[src/rtl/pulse_train_gen.sv]
// pulse_train_gen: emits N pulses of programmed high/low width, then holds a sticky done flag (free-run on count 0 with PULSE_TRAIN_CONTINUOUS_EN)
module pulse_train_gen #(
  parameter int CNT_W   = 32,
  parameter int PHASE_W = 16
) (
  input  logic               gen_clk,
  input  logic               gen_reset,
  input  logic               gen_start,
  input  logic               gen_enable,
  input  logic [CNT_W-1:0]   gen_count,
  input  logic [PHASE_W-1:0] gen_high,
  input  logic [PHASE_W-1:0] gen_low,
  output logic               gen_pulse_out,
  output logic               gen_busy,
  output logic               gen_completed,
  output logic [CNT_W-1:0]   gen_pulses_sent
);
  localparam logic [1:0] IDLE = 2'd0, HIGH = 2'd1, LOW = 2'd2, DONE = 2'd3;
`ifdef PULSE_TRAIN_CONTINUOUS_EN
  localparam bit CONT = 1'b1;
`else
  localparam bit CONT = 1'b0;
`endif
  localparam logic [PHASE_W-1:0] ONE = PHASE_W'(1);
  logic [1:0]         state;
  logic [CNT_W-1:0]   cnt_lat;
  logic [PHASE_W-1:0] high_lat, low_lat, phase, high_in, low_in;
  logic               last;
  assign high_in = gen_high == '0 ? ONE : gen_high;
  assign low_in  = gen_low == '0 ? ONE : gen_low;
  // a zero latched count never terminates in free-run mode
  assign last = (!CONT || cnt_lat != '0) && gen_pulses_sent == cnt_lat;
  always_ff @(posedge gen_clk) begin
    if (gen_reset) begin
      state           <= IDLE;
      cnt_lat         <= '0;
      high_lat        <= '0;
      low_lat         <= '0;
      phase           <= '0;
      gen_pulse_out   <= 1'b0;
      gen_busy        <= 1'b0;
      gen_completed   <= 1'b0;
      gen_pulses_sent <= '0;
    end else begin
      case (state)
        IDLE, DONE: if (gen_start) begin
          cnt_lat       <= gen_count;
          high_lat      <= high_in;
          low_lat       <= low_in;
          gen_completed <= 1'b0;
          if (CONT || gen_count != '0) begin
            state           <= HIGH;
            phase           <= high_in;
            gen_pulse_out   <= 1'b1;
            gen_busy        <= 1'b1;
            gen_pulses_sent <= CNT_W'(1);
          end else begin
            state           <= DONE;
            gen_completed   <= 1'b1;
            gen_pulses_sent <= '0;
          end
        end
        HIGH: if (gen_enable) begin
          if (phase == ONE) begin
            state         <= LOW;
            phase         <= low_lat;
            gen_pulse_out <= 1'b0;
          end else phase <= phase - ONE;
        end
        LOW: if (gen_enable) begin
          if (phase != ONE) phase <= phase - ONE;
          else if (last) begin
            state         <= DONE;
            gen_busy      <= 1'b0;
            gen_completed <= 1'b1;
          end else begin
            state           <= HIGH;
            phase           <= high_lat;
            gen_pulse_out   <= 1'b1;
            gen_pulses_sent <= gen_pulses_sent + CNT_W'(gen_pulses_sent != '1);
          end
        end
      endcase
    end
  end
endmodule

[config.mk]
export PLATFORM = sky130hd
export DESIGN_NAME = pulse_train_gen
export DESIGN_NICKNAME = d
export VERILOG_FILES = /design/src/rtl/pulse_train_gen.sv
export SDC_FILE = /design/constraint.sdc
export NUM_CORES = 1
export LEC_CHECK = 0
export CAP_MARGIN = 15
export CORE_MARGIN = 2
export CORE_UTILIZATION = 51
export DETAILED_ROUTE_END_ITERATION = 10
export HOLD_SLACK_MARGIN = 0.08
export PLACE_DENSITY = 0.79
export RECOVER_POWER = 25
export SLEW_MARGIN = 20
export SYNTH_ARGS = -nofsm -noshare
export SYNTH_HDL_FRONTEND = slang
export SYNTH_SLANG_ARGS = --single-unit
export TNS_END_PERCENT = 50
[constraint.sdc]
create_clock -name gen_clk -period 5 [get_ports gen_clk]
set_input_delay 0.75 -clock gen_clk [delete_from_list [all_inputs] [get_ports gen_clk]]
set_output_delay 0.75 -clock gen_clk [all_outputs]
set_load 0.005 [all_outputs]
==> flow_metrics.py, run 1 <==
metrics = {
    "die": {
        "die_x_um": 114,
        "die_area_mm2": 0.0129,
        "die_height_um": 114,
        "initial_core_util_pct": 51.6,
        "num_rows": 40,
        "core_area_mm2": 0.0119,
        "ioPinCount": 103,
    },
    "logic_synthesis": {
        "syn-num-nets": 852,
        "synth_edf_count": 0,
        "synthCells": 777,
        "synth_flop_cell": "dfxtp_1",
        "synth.yosys.seq_area_share_pct": 38.1,
        "syn_avg_cell_area_um2": 7.91,
        "ys_ff_latch": 117,
        "ys_warn_count": 0,
        "syn-cell-area_mm2": 0.00615,
        "async_flop_share_pct": 0,
        "yosysUniqueCellTypes": 73,
    },
    "clock_network": {
        "cts_buffers": 17,
        "cts-root-buf": "clkbuf_16",
        "post_cts.repair.setup_buffers": 0,
        "cts.clk_slew.worst_paths_ns": 0.06,
        "clock_latency_ns": 0.43,
        "cts_hold_buf": 0,
        "cts.sinks": 117,
        "cts_buffer_depth": 2,
        "cts_tree": "done",
        "cts.repair.resized": 0,
        "h-tree-depth": 4,
    },
    "critical_path": {
        "cpMaxStageDelayCell": "ha_1",
        "worstPathMaxFanout": 24,
        "path_cells": "inv_1, ha_1, and2_2, o211a_1, a21o_2, nand3_1, or4_1, a21oi_1",
        "worstSetupPathType": "reg -> reg",
        "cp-end-kind": "flip-flop",
        "crit_buf_inv": 1,
        "cpPeakStageDelay_ns": 0.79,
        "cpLargestDelayFamily": "simple AND/OR/NAND/NOR gates",
        "cp.depth": 8,
        "worst_ep_required_time_ns": 5.36,
        "reg2regPathDepth": 8,
        "cp.arrival_ns": 3.57,
        "start_kind": "flip-flop",
    },
    "route": {
        "ant_nets": 0,
        "drtIter0Drc": 710,
        "via_per_inst": 6.32,
        "firstDrtPassIters": 6,
        "num_vias": 6418,
        "drc_errors": 0,
        "wl_per_cell_um": 19.0,
        "wirelength_um": 19300,
    },
    "grt": {
        "grt_pass1_vias": 5720,
        "grt_pass1_wl_um": 30400,
        "antenna_found_initial": 0,
        "grt_max_degree": 86,
        "grt.overflow.total": 0,
        "grtUsageTotal_pct": 30.3,
    },
    "min_path": {
        "hold_depth": 2,
        "hold_class": "reg -> reg",
    },
    "sta": {
        "finClkSkew_ns": 0.0123,
        "setup_slack_ns": 1.79,
        "clock.fmax_mhz": 312,
        "relSlewSlack_pct": 39.9,
        "period_share_pct": 64.2,
        "hold_viol_final": 0,
        "fin_setup_tns_ns": 0,
        "rsz0062_at_grt": "false",
        "period_minus_slack_ns": 3.21,
        "tightest_slew_ns": 0.901,
        "drv_slew": 0,
        "finalSetupViolCount": 0,
    },
    "placed_design": {
        "port_buffers": 102,
        "dpl_worst_slack_ns": 1.88,
        "hpwl_um": 13800,
        "gp_congestion": 0.938,
    },
    "pwr": {
        "peakVddDrop_mv": 0.285,
        "power_density_mw_per_mm2": 496,
        "leakage_nw": 2.96,
    },
    "final_layout": {
        "drive_above_1_share_pct": 7.36,
        "areaGrowthSynthToFinish_pct": 25.8,
        "nNetsFinal": 931,
        "n_fill_cell": 1045,
        "multiInputGateArea_mm2": 0.00354,
        "n_antenna_cell": 0,
        "seq_area_mm2": 0.00234,
    },
    "outcome": {
        "status": "finished clean",
    },
    "flow_run": {
        "max_cap_viol_count": 0,
    },
}
-- area by class of cell --
class / count / share of cell area [%]
Timing Repair Buffer: 108 / 13.7
Multi-Input combinational cell: 599 / 45.8
Clock buffer: 19 / 5.60
Tap cell: 147 / 2.38
Inverter: 13 / 0.631
Clock inverter: 13 / 1.62
Sequential cell: 117 / 30.3
-- Yosys cell counts (4+ instances only) --
cell | number | share of area (%)
nand2_1 | 153 | 9.3
dfxtp_1 | 117 | 38
a21oi_1 | 103 | 8.4
o21ai_0 | 43 | 3.5
xor2_1 | 36 | 5.1
clkbuf_1 | 31 | 1.9
nor4_1 | 30 | 3.1
nor2_1 | 22 | 1.3
or3_1 | 21 | 2.1
nand4_1 | 20 | 2.0
nand3_1 | 15 | 1.2
inv_1 | 13 | 0.79
a211oi_1 | 12 | 1.5
or4_1 | 11 | 1.3
a221oi_1 | 10 | 1.4
and3_1 | 10 | 1.0
buf_1 | 8 | 0.49
o31ai_1 | 8 | 0.98
ha_1 | 7 | 1.4
a31oi_1 | 6 | 0.61
nor3_1 | 6 | 0.49
o21a_1 | 6 | 0.73
a221o_1 | 4 | 0.65
and2_1 | 4 | 0.41
and4_1 | 4 | 0.57
buf_4 | 4 | 0.49
xnor2_1 | 4 | 0.57
-- cell families (layout without fill, tap and decap cells) --
family,count (synthesis),in the layout,share of synthesized area (%)
buffers and inverters,61,153,4.46
muxes,4,4,0.692
and+or+nand+nor,321,321,26.8
AOI/OAI and AO/OA,227,227,22.8
adders and majority gates,7,7,1.42
xor gates and xnor gates,40,40,5.70
DFF,117,117,38.1
-- power breakdown --
group | switching (mW) | internal [mW]
registers | 0.176 | 1.12
clock network | 0.465 | 0.686
logic | 0.881 | 0.512
-- metal layers --
metal	track usage (%)	share of wire [%]	vias up
met3	7.81	12	25
met4	9.27	1.4	0
li1	-	-	2997
met1	44.9	44	3011
met2	43.1	43	385
met5	0	0	-
-- state kept, by name, indices dropped and copies added, names as in the netlist --
register	count
state	2
gen_pulse_out	1
phase	16
gen_completed	1
high_lat	16
gen_pulses_sent	32
cnt_lat	32
gen_busy	1
low_lat	16
-- cell usage in the layout (no fill, tap or decap), types with 21 or more instances in the layout --
cell type,synthesis,final
nand2_1,153,152
dfxtp_1,117,117
a21oi_1,103,103
clkdlybuf4s50_1,0,66
o21ai_0,43,43
xor2_1,36,36
dlygate4sd3_1,1,35
nor4_1,30,30
nor2_1,22,22
or3_1,21,21
-- path summary, 6_finish.rpt --
| kind | from | end | slack, ns |
|---|---|---|---|
| max | state[0] | gen_pulses_sent[28] | 1.79 |
| min | high_lat[8] | high_lat[8] | 0.46 |
| max reg2reg | state[0] | gen_pulses_sent[28] | 1.79 |
| min reg2reg | high_lat[8] | high_lat[8] | 0.46 |
-- metrics by stage --
step	cells	area [µm²]	total power, mW	utilization (%)	hold WS, ns
3_5_place_dp	984	7180	2.65	60.2	0.449
3_3_place_gp	984	7180	2.63	60.2	0.442
4_1_cts	1016	7730	3.80	64.9	0.457
2_1_floorplan	777	6150	2.25	-	0.433
6_report	1016	7730	3.83	64.9	0.455
5_1_grt	1016	7730	4.02	64.9	0.472
-- worst register-to-register path, cell delays in order (launching register included) --
cell,delay (ns)
dfxtp_1,0.37
inv_1,0.06
ha_1,0.79
and2_2,0.30
o211a_1,0.22
a21o_2,0.42
nand3_1,0.34
or4_1,0.48
a21oi_1,0.15
Power figures use the tool's default switching activity.
==> run 2: changes to the inputs <==
Clock period 5 ns to 3.3 ns, I/O delays scaled along.
==> run 2 against run 1 <==
Net effect: clock power rose by 77%; non-clock buffer count rose by 16; sequential power rose by 51%; core utilization rose by 1.8 points; wire length rose by 0.85%; final area rose by 2.8%; die area did not move; critical path depth rose by 3; via count fell by 1.7%; highest routed layer unchanged; clock skew fell by 0.0055 ns.
==> flow_metrics.py, run 2 (synthesis gave the netlist of run 1 again) <==
metrics = {
    "sta": {
        "period_minus_slack_ns": 2.98,
        "period_share_pct": 90.2,
        "clock.fmax_mhz": 336,
        "tightest_slew_ns": 1.25,
        "hold_viol_final": 0,
        "relSlewSlack_pct": 17.0,
        "finalSetupViolCount": 0,
        "fin_setup_tns_ns": 0,
        "finClkSkew_ns": 0.00684,
        "drv_slew": 0,
        "rsz0062_at_grt": "false",
    },
    "die": {
        "num_rows": 40,
        "die_height_um": 114,
        "ioPinCount": 103,
        "core_area_mm2": 0.0119,
        "initial_core_util_pct": 51.6,
        "die_x_um": 114,
        "die_area_mm2": 0.0129,
    },
    "final_layout": {
        "nNetsFinal": 947,
        "top_regs": "cnt_lat (32), gen_pulses_sent (32)",
        "n_antenna_cell": 0,
        "n_fill_cell": 1027,
        "drive_above_1_share_pct": 9.04,
        "mostFrequentLayoutCells": "nand2_1, dfxtp_1, a21oi_1, clkdlybuf4s50_1, o21ai_0",
        "areaGrowthSynthToFinish_pct": 29.4,
        "final_common_cell": "nand2_1",
        "multiInputGateArea_mm2": 0.00354,
        "seq_area_mm2": 0.00234,
    },
    "clock_network": {
        "post_cts.repair.setup_buffers": 0,
        "clock_latency_ns": 0.42,
        "cts_hold_buf": 0,
        "cts.sinks": 117,
        "h-tree-depth": 4,
        "cts.clk_slew.worst_paths_ns": 0.06,
        "cts_tree": "done",
        "cts-root-buf": "clkbuf_16",
        "cts_buffer_depth": 2,
        "cts_buffers": 17,
        "cts.repair.resized": 0,
    },
    "route": {
        "ant_nets": 0,
        "wl_per_cell_um": 18.9,
        "firstDrtPassIters": 5,
        "via_per_inst": 6.12,
        "drtIter0Drc": 673,
        "drc_errors": 0,
        "num_vias": 6312,
        "wirelength_um": 19500,
    },
    "critical_path": {
        "cpLargestDelayFamily": "simple AND/OR/NAND/NOR gates",
        "cp.depth": 11,
        "start_kind": "flip-flop",
        "crit_top_cell": "nor4_1",
        "r2r_setup_slack_ns": 0.32,
        "worstPathMaxFanout": 8,
        "crit_buf_inv": 1,
        "cpMaxStageDelayCell": "dfxtp_1",
        "worstSetupPathType": "reg -> reg",
        "crit-reg2reg-capture": "gen_pulses_sent[30]",
        "r2r-start": "gen_pulses_sent[10]",
        "cp.arrival_ns": 3.29,
        "cpPeakStageDelay_ns": 0.47,
        "reg2regPathDepth": 11,
        "cp-end-kind": "flip-flop",
        "worst_ep_required_time_ns": 3.61,
        "path_cells": "nand4_1, nor4_1, nand2_1, nor4_1, nand4_1, ha_1, inv_1, nor2_1, nand3_1, nor4_1, o21a_1",
    },
    "grt": {
        "grt_max_degree": 86,
        "grt_pass1_wl_um": 30600,
        "grt_pass1_vias": 5737,
        "antenna_found_initial": 0,
        "grt.overflow.total": 0,
        "grtUsageTotal_pct": 30.7,
    },
    "pwr": {
        "p_total_mw": 6.22,
        "peakVddDrop_mv": 0.550,
        "leakage_nw": 3.08,
        "power_density_mw_per_mm2": 782,
    },
    "flow_run": {
        "max_cap_viol_count": 0,
    },
    "placed_design": {
        "port_buffers": 102,
        "hpwl_um": 14000,
        "gp_congestion": 0.960,
    },
    "min_path": {
        "min_to": "low_lat[6]",
        "hold_depth": 2,
        "min-delay-start": "low_lat[6]",
        "hold_class": "reg -> reg",
    },
    "outcome": {
        "status": "finished clean",
    },
}
[run 2: changes by cell type in the layout (fill, tap and decap cells not counted), sizes merged]
cell,previous run,this run
buf,7,22
bufinv,1,5
clkbuf,19,21
clkinv,4,1
inv,16,14
[run 2: area by class of cell]
cell class | instances | area share, %
clock inverter | 12 | 2.53
sequential | 117 | 29.4
clock buffer | 20 | 5.62
timing repair buffer | 124 | 15.0
inverter | 13 | 0.613
tap | 147 | 2.31
multi-input combinational | 599 | 44.5
[run 2: stage by stage]
step | setup WS [ns] | utilization [%] | hold slack, ns | area (µm²) | cells
2_1_floorplan | 0.877 | - | 0.433 | 6150 | 777
3_3_place_gp | 0.527 | 61.4 | 0.441 | 7310 | 1000
3_5_place_dp | 0.424 | 61.4 | 0.448 | 7310 | 1000
4_1_cts | 0.409 | 66.8 | 0.455 | 7960 | 1032
5_1_grt | 0.0660 | 66.8 | 0.473 | 7950 | 1032
6_report | 0.323 | 66.8 | 0.454 | 7950 | 1032
[run 2: per-layer routing]
layer	vias up	routed length (µm)	share of wire [%]	track usage, %
met2	295	8090	41	42.2
met5	-	0	0	0
met4	0	475	2.4	12.0
li1	3034	-	-	-
met3	39	1900	9.8	8.55
met1	2944	9030	46	45.2
[run 2: power breakdown]
part	internal, mW	total [mW]	leakage (nW)	switching, mW
logic	0.865	2.23	1.83	1.37
registers	1.69	1.95	0.957	0.261
clock network	1.36	2.04	0.299	0.678
total	3.91	6.22	3.08	2.30
[run 2: worst max-delay path by stage]
stage,slack [ns],from,end
3_3_place_gp,0.53,gen_pulses_sent[11],gen_pulses_sent[30]
4_1_cts,0.41,gen_pulses_sent[10],gen_pulses_sent[30]
5_1_grt,0.07,gen_pulses_sent[10],gen_pulses_sent[30]
2_1_floorplan,0.88,gen_pulses_sent[9],gen_pulses_sent[27]
6_report,0.32,gen_pulses_sent[10],gen_pulses_sent[30]
3_5_place_dp,0.42,gen_pulses_sent[10],gen_pulses_sent[30]
[run 2: worst register-to-register path, cell delays in order (launching register included)]
cell and delay (ns):
dfxtp_1 0.47, nand4_1 0.23, nor4_1 0.47, nand2_1 0.14
nor4_1 0.29, nand4_1 0.18, ha_1 0.34, inv_1 0.14
nor2_1 0.09, nand3_1 0.25, nor4_1 0.10, o21a_1 0.18
==> run 3: changes to the inputs <==
Settings changed: PLACE_DENSITY 0.79 to default, PLACE_DENSITY_LB_ADDON from default to 0.05.
==> run 3 against run 2 <==
Net effect: clock skew decreased by 0.00085 ns; combinational power decreased by 2%; final area decreased by 1.2%; sequential cell count unchanged; wire length increased by 0.58%; sequential power about the same; sequential share of layout area increased by 0.36 points; largest cell class unchanged; global-route usage decreased by 0.070 points; non-clock buffer count decreased by 3; clock-buffer cell count decreased by 2.
==> flow_metrics.py, run 3 (synthesis gave the netlist of run 1 again) <==
metrics = {
    "grt": {
        "grtUsageTotal_pct": 30.6,
        "grt_pass1_wl_um": 30800,
        "antenna_found_initial": 0,
        "grt_pass1_vias": 5809,
        "grt_max_degree": 69,
        "grt.overflow.total": 0,
    },
    "clock_network": {
        "cts_buffer_depth": 2,
        "cts_buffers": 17,
        "cts.sinks": 117,
        "h-tree-depth": 4,
        "cts.clk_slew.worst_paths_ns": 0.06,
        "cts_hold_buf": 0,
        "cts-root-buf": "clkbuf_16",
        "clock_latency_ns": 0.43,
        "cts_tree": "done",
    },
    "die": {
        "ioPinCount": 103,
        "core_area_mm2": 0.0119,
        "die_x_um": 114,
        "die_area_mm2": 0.0129,
        "die_height_um": 114,
        "num_rows": 40,
        "initial_core_util_pct": 51.6,
    },
    "final_layout": {
        "n_fill_cell": 1025,
        "fin_util_pct": 66.0,
        "areaGrowthSynthToFinish_pct": 27.8,
        "top_regs": "cnt_lat (32), gen_pulses_sent (32)",
        "stdcell_count": 1029,
        "mostFrequentLayoutCells": "nand2_1, dfxtp_1, a21oi_1, clkdlybuf4s50_1, o21ai_0",
        "fin_area_mm2": 0.00786,
        "nNetsFinal": 944,
        "final_common_cell": "nand2_1",
        "drive_above_1_share_pct": 9.18,
        "n_antenna_cell": 0,
    },
    "sta": {
        "tightest_slew_ns": 1.24,
        "period_minus_slack_ns": 3.04,
        "finalSetupViolCount": 0,
        "period_share_pct": 92.2,
        "rsz0062_at_grt": "false",
        "drv_slew": 0,
        "fin_setup_tns_ns": 0,
        "relSlewSlack_pct": 17.6,
        "finClkSkew_ns": 0.00598,
        "hold_viol_final": 0,
        "clock.fmax_mhz": 329,
    },
    "route": {
        "via_per_inst": 6.24,
        "ant_nets": 0,
        "num_vias": 6416,
        "wirelength_um": 19600,
        "wl_per_cell_um": 19.1,
        "drc_errors": 0,
        "drtIter0Drc": 728,
        "firstDrtPassIters": 5,
    },
    "flow_run": {
        "max_cap_viol_count": 0,
    },
    "placed_design": {
        "dp_cells": 997,
        "hpwl_um": 14200,
        "port_buffers": 102,
        "gp_congestion": 0.939,
        "post_dp_cell_area_mm2": 0.00727,
    },
    "critical_path": {
        "start_kind": "flip-flop",
        "worstSetupPathType": "reg -> reg",
        "worstPathMaxFanout": 16,
        "cp-end-kind": "flip-flop",
        "worst_ep_required_time_ns": 3.62,
        "cp.arrival_ns": 3.37,
    },
    "pwr": {
        "leakage_nw": 3.04,
        "power_density_mw_per_mm2": 758,
        "peakVddDrop_mv": 0.454,
        "p_total_mw": 5.96,
    },
    "min_path": {
        "hold_class": "reg -> reg",
    },
    "outcome": {
        "status": "finished clean",
    },
}
[run 3: cell types whose count changed in the layout (fill, tap and decap cells not counted), sizes merged]
| cell | change |
|---|---|
| inv | +6 |
| bufinv | -4 |
| buf | -3 |
| clkinv | +3 |
| clkinvlp | -3 |
| clkbuf | -2 |
| clkdlybuf4s50 | +1 |
| dlygate4sd3 | -1 |
[run 3: stage by stage]
stage	setup WS [ns]	hold WS (ns)
3_5_place_dp	0.121	0.450
2_1_floorplan	0.877	0.433
6_report	0.257	0.455
3_3_place_gp	0.160	0.441
5_1_grt	0.110	0.484
4_1_cts	0.114	0.458
[run 3: worst paths after layout]
check / from / endpoint / slack, ns / cells after the start
setup reg to reg: gen_pulses_sent[10] / gen_pulses_sent[30] / 0.26 / 11
setup / recovery: gen_pulses_sent[10] / gen_pulses_sent[30] / 0.26 / 11
hold / removal: high_lat[10] / high_lat[10] / 0.45 / 2
hold reg to reg: high_lat[10] / high_lat[10] / 0.45 / 2
[run 3: worst max-delay path, stage by stage, from the launching register on]
cell and delay (ns):
dfxtp_1 0.54, nand4_1 0.26, nor4_2 0.38, nand2_1 0.12
nor4_1 0.37, nand4_1 0.20, ha_2 0.35, inv_1 0.13
nor2_1 0.09, nand3_1 0.24, nor4_1 0.08, o21a_1 0.17
[run 3: area by class of cell]
| class | instances | area, µm² | area share, % |
|---|---|---|---|
| Timing Repair Buffer | 121 | 1160 | 14.7 |
| Clock inverter | 14 | 140 | 1.78 |
| Sequential cell | 117 | 2340 | 29.8 |
| Clock buffer | 18 | 439 | 5.59 |
| Inverter | 13 | 48.8 | 0.621 |
| Tap cell | 147 | 184 | 2.34 |
| Multi-Input combinational cell | 599 | 3550 | 45.2 |
[run 3: repair_timing]
item                       4_1_cts  5_1_grt
gates resized for setup          0        2
setup buffers                    0        0
setup endpoints to repair        0        4
[run 3: per-layer routing]
layer,vias up,global-route usage [%],wire length (µm)
met3,26,8.24,1640
met1,3070,45.1,9370
met5,-,0,0
met2,290,44.3,8350
met4,0,7.97,245
li1,3030,-,-
[run 3: power by group]
group          leakage (nW)  switching (mW)  internal [mW]
combinational          1.80            1.35          0.841
clock                 0.281           0.741           1.07
sequential            0.957           0.260           1.69
